## config.mk

```make
export PLATFORM = sky130hd
export DESIGN_NAME = mips_multicycle_ctrl_flat
export DESIGN_NICKNAME = d
export VERILOG_FILES = /design/src/rtl/mips_multicycle_ctrl_if.sv /design/src/rtl/mips_multicycle_ctrl.sv /design/src/flat_wrapper.sv
export SDC_FILE = /design/constraint.sdc
export NUM_CORES = 1
export LEC_CHECK = 0
export ABC_CLOCK_PERIOD_IN_PS = 1700
export CAP_MARGIN = 20
export CORE_AREA = 3 3 51 44
export DETAILED_ROUTE_END_ITERATION = 8
export DIE_AREA = 0 0 54 47
export DONT_BUFFER_PORTS = 1
export PLACE_DENSITY = 0.69
export RECOVER_POWER = 25
export SETUP_SLACK_MARGIN = 0.02
export SLEW_MARGIN = 10
export SYNTH_ARGS = -nofsm -noshare
export SYNTH_HDL_FRONTEND = slang
export SYNTH_SLANG_ARGS = --single-unit
```

## constraint.sdc

```tcl
create_clock -name clk -period 1.7 [get_ports clk]
set_clock_uncertainty 0.15 [all_clocks]
set_input_delay 0 -clock clk [delete_from_list [all_inputs] [get_ports clk]]
set_output_delay 0 -clock clk [all_outputs]
set_load 0.02 [all_outputs]
```

## src/rtl/mips_multicycle_ctrl_if.sv

```systemverilog
// Control bundle between the multicycle MIPS main FSM and its datapath.
// The controller drives the datapath enables and selects; the datapath
// returns the IR fields, the ALU zero flag and the memory-ready handshake.
interface mips_multicycle_ctrl_if #(
    parameter int STATE_W = 4
);
    logic [5:0]         op;
    logic [5:0]         funct;
    logic               zero;
    logic               memReady;
    logic               memRead;
    logic               memWrite;
    logic               iord;
    logic               irWrite;
    logic               regDst;
    logic               memtoReg;
    logic               regWrite;
    logic               aluSrcA;
    logic [1:0]         aluSrcB;
    logic [2:0]         aluControl;
    logic [1:0]         pcSrc;
    logic               pcEn;
    logic               illegalOp;
    logic               instrDone;
    logic [STATE_W-1:0] state;

    modport master (
        input  op, funct, zero, memReady,
        output memRead, memWrite, iord, irWrite, regDst, memtoReg, regWrite,
               aluSrcA, aluSrcB, aluControl, pcSrc, pcEn, illegalOp,
               instrDone, state
    );

    modport slave (
        output op, funct, zero, memReady,
        input  memRead, memWrite, iord, irWrite, regDst, memtoReg, regWrite,
               aluSrcA, aluSrcB, aluControl, pcSrc, pcEn, illegalOp,
               instrDone, state
    );
endinterface

```

## src/rtl/mips_multicycle_ctrl.sv

```systemverilog
// Main control FSM of the multicycle MIPS core. Sequences the shared
// memory, IR, register file, ALU and PC for lw, sw, R-type, beq, addi
// and j. Memory accesses stall until the memory reports ready.
module mips_multicycle_ctrl #(
    parameter int                 STATE_W     = 4,
    parameter logic [STATE_W-1:0] RESET_STATE = 4'd0
) (
    input  logic                   clk,
    input  logic                   reset,
    mips_multicycle_ctrl_if.master bus
);

    typedef enum logic [3:0] {
        FETCH  = 4'd0,
        DECODE = 4'd1,
        MEMADR = 4'd2,
        MEMRD  = 4'd3,
        MEMWB  = 4'd4,
        MEMWR  = 4'd5,
        RTEX   = 4'd6,
        RTWB   = 4'd7,
        BEQEX  = 4'd8,
        ADDIEX = 4'd9,
        ADDIWB = 4'd10,
        JEX    = 4'd11
    } state_t;

    localparam logic [5:0] OP_LW    = 6'b100011;
    localparam logic [5:0] OP_SW    = 6'b101011;
    localparam logic [5:0] OP_RTYPE = 6'b000000;
    localparam logic [5:0] OP_BEQ   = 6'b000100;
    localparam logic [5:0] OP_ADDI  = 6'b001000;
    localparam logic [5:0] OP_J     = 6'b000010;

    localparam logic [2:0] ALU_ADD = 3'b010;
    localparam logic [2:0] ALU_SUB = 3'b110;
    localparam logic [2:0] ALU_AND = 3'b000;
    localparam logic [2:0] ALU_OR  = 3'b001;
    localparam logic [2:0] ALU_SLT = 3'b111;

    state_t     stateQ;
    state_t     stateD;

    logic       memRead;
    logic       memWrite;
    logic       iord;
    logic       irWrite;
    logic       regDst;
    logic       memtoReg;
    logic       regWrite;
    logic       aluSrcA;
    logic [1:0] aluSrcB;
    logic [2:0] aluControl;
    logic [1:0] pcSrc;
    logic       pcEn;
    logic       illegalOp;
    logic       instrDone;

    // State register; reset abandons any instruction in flight and refetches.
    always_ff @(posedge clk) begin
        if (!reset) begin
            stateQ <= state_t'(RESET_STATE[3:0]);
        end else begin
            stateQ <= stateD;
        end
    end

    // Next-state and output decode; memory states hold until memReady.
    always_comb begin
        stateD     = stateQ;
        memRead    = 1'b0;
        memWrite   = 1'b0;
        iord       = 1'b0;
        irWrite    = 1'b0;
        regDst     = 1'b0;
        memtoReg   = 1'b0;
        regWrite   = 1'b0;
        aluSrcA    = 1'b0;
        aluSrcB    = 2'b00;
        aluControl = 3'b000;
        pcSrc      = 2'b00;
        pcEn       = 1'b0;
        illegalOp  = 1'b0;
        instrDone  = 1'b0;

        case (stateQ)
            FETCH: begin
                memRead    = 1'b1;
                aluSrcB    = 2'b01;
                aluControl = ALU_ADD;
                if (bus.memReady) begin
                    irWrite = 1'b1;
                    pcEn    = 1'b1;
                    stateD  = DECODE;
                end
            end
            DECODE: begin
                aluSrcB    = 2'b11;
                aluControl = ALU_ADD;
                case (bus.op)
                    OP_LW, OP_SW: stateD = MEMADR;
                    OP_RTYPE:     stateD = RTEX;
                    OP_BEQ:       stateD = BEQEX;
                    OP_ADDI:      stateD = ADDIEX;
                    OP_J:         stateD = JEX;
                    default: begin
                        illegalOp = 1'b1;
                        stateD    = FETCH;
                    end
                endcase
            end
            MEMADR: begin
                aluSrcA    = 1'b1;
                aluSrcB    = 2'b10;
                aluControl = ALU_ADD;
                stateD     = (bus.op == OP_LW) ? MEMRD : MEMWR;
            end
            MEMRD: begin
                memRead = 1'b1;
                iord    = 1'b1;
                if (bus.memReady) begin
                    stateD = MEMWB;
                end
            end
            MEMWB: begin
                memtoReg  = 1'b1;
                regWrite  = 1'b1;
                instrDone = 1'b1;
                stateD    = FETCH;
            end
            MEMWR: begin
                memWrite = 1'b1;
                iord     = 1'b1;
                if (bus.memReady) begin
                    instrDone = 1'b1;
                    stateD    = FETCH;
                end
            end
            RTEX: begin
                aluSrcA = 1'b1;
                stateD  = RTWB;
                case (bus.funct)
                    6'b100000: aluControl = ALU_ADD;
                    6'b100010: aluControl = ALU_SUB;
                    6'b100100: aluControl = ALU_AND;
                    6'b100101: aluControl = ALU_OR;
                    6'b101010: aluControl = ALU_SLT;
                    default: begin
                        illegalOp = 1'b1;
                        stateD    = FETCH;
                    end
                endcase
            end
            RTWB: begin
                regDst    = 1'b1;
                regWrite  = 1'b1;
                instrDone = 1'b1;
                stateD    = FETCH;
            end
            BEQEX: begin
                aluSrcA    = 1'b1;
                aluControl = ALU_SUB;
                pcSrc      = 2'b01;
                pcEn       = bus.zero;
                instrDone  = 1'b1;
                stateD     = FETCH;
            end
            ADDIEX: begin
                aluSrcA    = 1'b1;
                aluSrcB    = 2'b10;
                aluControl = ALU_ADD;
                stateD     = ADDIWB;
            end
            ADDIWB: begin
                regWrite  = 1'b1;
                instrDone = 1'b1;
                stateD    = FETCH;
            end
            JEX: begin
                pcSrc     = 2'b10;
                pcEn      = 1'b1;
                instrDone = 1'b1;
                stateD    = FETCH;
            end
            default: begin
                stateD = FETCH;
            end
        endcase
    end

    // Every output is held low while reset is asserted.
    assign bus.memRead    = reset & memRead;
    assign bus.memWrite   = reset & memWrite;
    assign bus.iord       = reset & iord;
    assign bus.irWrite    = reset & irWrite;
    assign bus.regDst     = reset & regDst;
    assign bus.memtoReg   = reset & memtoReg;
    assign bus.regWrite   = reset & regWrite;
    assign bus.aluSrcA    = reset & aluSrcA;
    assign bus.aluSrcB    = reset ? aluSrcB : 2'b00;
    assign bus.aluControl = reset ? aluControl : 3'b000;
    assign bus.pcSrc      = reset ? pcSrc : 2'b00;
    assign bus.pcEn       = reset & pcEn;
    assign bus.illegalOp  = reset & illegalOp;
    assign bus.instrDone  = reset & instrDone;
    assign bus.state      = STATE_W'(stateQ);

endmodule

```

## src/flat_wrapper.sv

```systemverilog
// flat-port wrapper written by rule: the top's interface ports become plain ports
module mips_multicycle_ctrl_flat 
#(
    parameter int                 STATE_W     = 4,
    parameter logic [STATE_W-1:0] RESET_STATE = 4'd0
)
  (clk, reset, bus_op, bus_funct, bus_zero, bus_memReady, bus_memRead, bus_memWrite, bus_iord, bus_irWrite, bus_regDst, bus_memtoReg, bus_regWrite, bus_aluSrcA, bus_aluSrcB, bus_aluControl, bus_pcSrc, bus_pcEn, bus_illegalOp, bus_instrDone, bus_state);
  mips_multicycle_ctrl_if #(.STATE_W(STATE_W)) bus_i ();
  input  logic clk;
  input  logic reset;
  input wire logic [$bits(bus_i.op)-1:0] bus_op;
  input wire logic [$bits(bus_i.funct)-1:0] bus_funct;
  input wire logic [$bits(bus_i.zero)-1:0] bus_zero;
  input wire logic [$bits(bus_i.memReady)-1:0] bus_memReady;
  output wire logic [$bits(bus_i.memRead)-1:0] bus_memRead;
  output wire logic [$bits(bus_i.memWrite)-1:0] bus_memWrite;
  output wire logic [$bits(bus_i.iord)-1:0] bus_iord;
  output wire logic [$bits(bus_i.irWrite)-1:0] bus_irWrite;
  output wire logic [$bits(bus_i.regDst)-1:0] bus_regDst;
  output wire logic [$bits(bus_i.memtoReg)-1:0] bus_memtoReg;
  output wire logic [$bits(bus_i.regWrite)-1:0] bus_regWrite;
  output wire logic [$bits(bus_i.aluSrcA)-1:0] bus_aluSrcA;
  output wire logic [$bits(bus_i.aluSrcB)-1:0] bus_aluSrcB;
  output wire logic [$bits(bus_i.aluControl)-1:0] bus_aluControl;
  output wire logic [$bits(bus_i.pcSrc)-1:0] bus_pcSrc;
  output wire logic [$bits(bus_i.pcEn)-1:0] bus_pcEn;
  output wire logic [$bits(bus_i.illegalOp)-1:0] bus_illegalOp;
  output wire logic [$bits(bus_i.instrDone)-1:0] bus_instrDone;
  output wire logic [$bits(bus_i.state)-1:0] bus_state;
  assign bus_i.op = bus_op;
  assign bus_i.funct = bus_funct;
  assign bus_i.zero = bus_zero;
  assign bus_i.memReady = bus_memReady;
  assign bus_memRead = bus_i.memRead;
  assign bus_memWrite = bus_i.memWrite;
  assign bus_iord = bus_i.iord;
  assign bus_irWrite = bus_i.irWrite;
  assign bus_regDst = bus_i.regDst;
  assign bus_memtoReg = bus_i.memtoReg;
  assign bus_regWrite = bus_i.regWrite;
  assign bus_aluSrcA = bus_i.aluSrcA;
  assign bus_aluSrcB = bus_i.aluSrcB;
  assign bus_aluControl = bus_i.aluControl;
  assign bus_pcSrc = bus_i.pcSrc;
  assign bus_pcEn = bus_i.pcEn;
  assign bus_illegalOp = bus_i.illegalOp;
  assign bus_instrDone = bus_i.instrDone;
  assign bus_state = bus_i.state;
  mips_multicycle_ctrl #(.STATE_W(STATE_W), .RESET_STATE(RESET_STATE)) u_core (.clk(clk), .reset(reset), .bus(bus_i));
endmodule
```

==> results.py <==
metrics = {
    "outcome": {
        "outcome": "completed",
    },
    "worst_setup_path": {
        "critPathKind": "reg -> out",
        "crit_path_end": "bus_illegalOp",
        "r2r-start": "u_core.bus.state[3]",
        "ff2ff_path_depth": 4,
        "worstPathArrival_ps": 1530,
        "startpoint": "u_core.bus.state[3]",
        "path_max_fanout": 5,
        "cp_cell_sequence": "or4b_4, a211oi_2, o21a_2",
        "setup.worst_path.start_class": "flip-flop",
        "critical-path-max-stage-delay_ps": 570,
        "worstReg2RegEnd": "u_core.bus.state[3]",
        "cp-end-kind": "output pin",
        "path_delay_family": "simple AND/OR/NAND/NOR gates",
        "crit_required_ps": 1550,
        "cp.depth": 3,
        "r2r_setup_slack_ps": 100,
        "cp_slowest_cell": "or4b_4",
        "crit_buf_inv": 0,
    },
    "power": {
        "peakVddDrop_v": 0.000228,
        "switching_share_pct": 35.9,
        "power_density_nw_per_um2": 370,
        "p_sw_uw": 146,
        "combPwrFrac_pct": 46.4,
        "seq_power_share_pct": 24.7,
        "clkPwrFrac_pct": 29.0,
        "internal-power_uw": 262,
        "leakage_uw": 0.000402,
    },
    "sta": {
        "rsz0062_at_grt": "yes",
        "fin_crit_sh_pct": 98.6,
        "slew_viol_final": 0,
        "hold_violations": 0,
        "worst_pin_slew_ps": 378,
        "setup_viol": 0,
        "hold_ws_ps": 1.96,
        "fmax_mhz": 596,
        "finalCriticalPeriod_ps": 1680,
        "slew_headroom_pct": 74.5,
    },
    "clock_tree": {
        "cts_setup_buffers": 0,
        "cts_tree": "yes",
        "clk_latency_ps": 240,
        "clock_sinks": 4,
        "htree_levels": 1,
        "clk_path_buf_depth": 2,
        "clock-root-buffer": "clkbuf_4",
        "cts_made_buffers": 3,
        "clkTransAtPathRegs_ps": 40,
    },
    "min_path": {
        "hold_path.class": "in -> out",
    },
    "global_routing": {
        "grt_pass1_vias": 909,
        "grt_max_degree": 21,
        "grt_pass1_wl_um": 3940,
        "antenna_found_initial": 0,
        "overflow": 0,
        "grt.total_usage_pct": 21.0,
    },
    "die": {
        "start_util_pct": 43.8,
        "fp-row-count": 14,
        "die_h_um": 47,
        "die_w_um": 54,
        "die-area_um2": 2540,
        "coreArea_um2": 1800,
        "ios": 38,
    },
    "synthesis": {
        "syn-num-nets": 137,
        "synthCells": 121,
        "async_flop_share_pct": 0,
        "syn_area_um2": 791,
        "ys_ff_latch": 4,
        "syn_area_per_cell_um2": 6.54,
        "ys.warnings.count": 0,
        "synthFlopType": "dfxtp_1",
        "ys_seq_area_share_pct": 10.1,
        "synth_edf_count": 0,
        "ys_types": 46,
    },
    "cells_and_area": {
        "mostFrequentLayoutCells": "18 x buf_4, 13 x nor2_1, 9 x a21oi_1, 8 x nand2b_1, 8 x nand2_1",
        "layout-drive-gt1-share_pct": 32.4,
        "largest_register_ffs": 4,
        "area_growth_pct": 39.4,
        "nNetsFinal": 163,
        "utilization_pct": 61.1,
        "final_common_cell": "buf_4",
        "diodes": 0,
    },
    "route": {
        "wl_per_cell_um": 16.2,
        "drc": 0,
        "vias_per_cell": 5.90,
        "final_antenna_net_count": 0,
        "routed_wl_um": 2750,
        "num_vias": 997,
        "drt_iter0_markers": 32,
        "dr.pass1.iters": 4,
    },
    "placed_design": {
        "hpwlAfterDp_um": 1800,
        "gp_congestion": 0.903,
        "portBuffers": 0,
    },
    "flow_run": {
        "maxCapViolCount": 0,
    },
}
how the worst min path moves through the flow:
| stage | slack, ps | start | cells after the start | endpoint |
|---|---|---|---|---|
| after floorplan | -30 | bus_memReady | 1 | u_core.bus.state[2] |
| after CTS | 4 | bus_memReady | 3 | u_core.bus.state[1] |
| after detailed placement | -20 | bus_memReady | 1 | u_core.bus.state[2] |
| after global placement | -20 | bus_memReady | 1 | u_core.bus.state[2] |
| final | 2 | reset | 2 | bus_pcSrc[1] |
| after global routing | 30 | reset | 2 | bus_pcSrc[1] |
cell usage after synthesis, types with 2 or more instances:
master	number	area [µm²]
nor2_1	15	56.3
a21oi_1	10	50.1
o21ai_0	4	20.0
or3_1	2	12.5
nor3_2	3	30.0
a211oi_1	3	22.5
nor3_1	7	35.0
nor4_1	2	12.5
o211ai_1	2	15.0
buf_2	5	25.0
nor2b_1	7	43.8
nand2_1	9	33.8
a31oi_1	3	18.8
xnor2_1	2	17.5
clkbuf_1	2	7.51
nand3_1	2	10.0
nor4bb_1	2	20.0
nand2b_1	8	50.1
or2_1	2	12.5
dfxtp_1	4	80.1
inv_1	2	7.51
kinds of logic after synthesis:
group	after synthesis	share of synthesized area (%)
and+or+nand+nor	70	52.2
AOI/OAI and AO/OA	33	27.1
buffers and inverters	11	6.96
DFF	4	10.1
xor gates and xnor gates	2	2.22
muxes	1	1.42
metrics by stage:
step                      power (µW)  instances  setup slack [ps]  setup TNS, ps  instance area [µm²]
after global placement           255        159               229              0                  942
final                            408        169              23.5              0                 1100
after global routing             430        169             -24.3          -24.3                 1100
after floorplan                  221        121              59.2              0                  791
after CTS                        393        168              9.67              0                 1030
after detailed placement         258        159               188              0                  942
power groups by stage:
stage          Combinational [µW]  Sequential, µW  Clock, µW
3_3_place_gp                  154             101          0
2_1_floorplan                 115             106          0
4_1_cts                       173             100        120
6_report                      189             101        118
3_5_place_dp                  157             101          0
5_1_grt                       204             101        125
repair_timing:
item	4_1_cts	5_1_grt
cloned	0	1
endpoints found under the hold margin	5	0
endpoints found under the setup margin	3	11
resized for setup	3	15
pin swaps	1	2
hold buffers	6	0
metal layers:
layer | global-route usage (%) | wire length, µm | part of all wire, %
met1 | 28.4 | 1230 | 45
met2 | 34.8 | 1270 | 46
met3 | 2.22 | 205 | 7.5
met4 | 7.46 | 40 | 1.5
met5 | 0 | 0 | 0
cell type report:
| cell class | count | area, µm² |
|---|---|---|
| clock buffers | 3 | 22.5 |
| fillers | 169 | 702 |
| repair buffers | 29 | 245 |
| flip-flops and latches | 4 | 81.3 |
| multi-input cells | 106 | 712 |
| inverters | 3 | 11.3 |
| well taps | 24 | 30.0 |
Power figures use the tool's default switching activity.
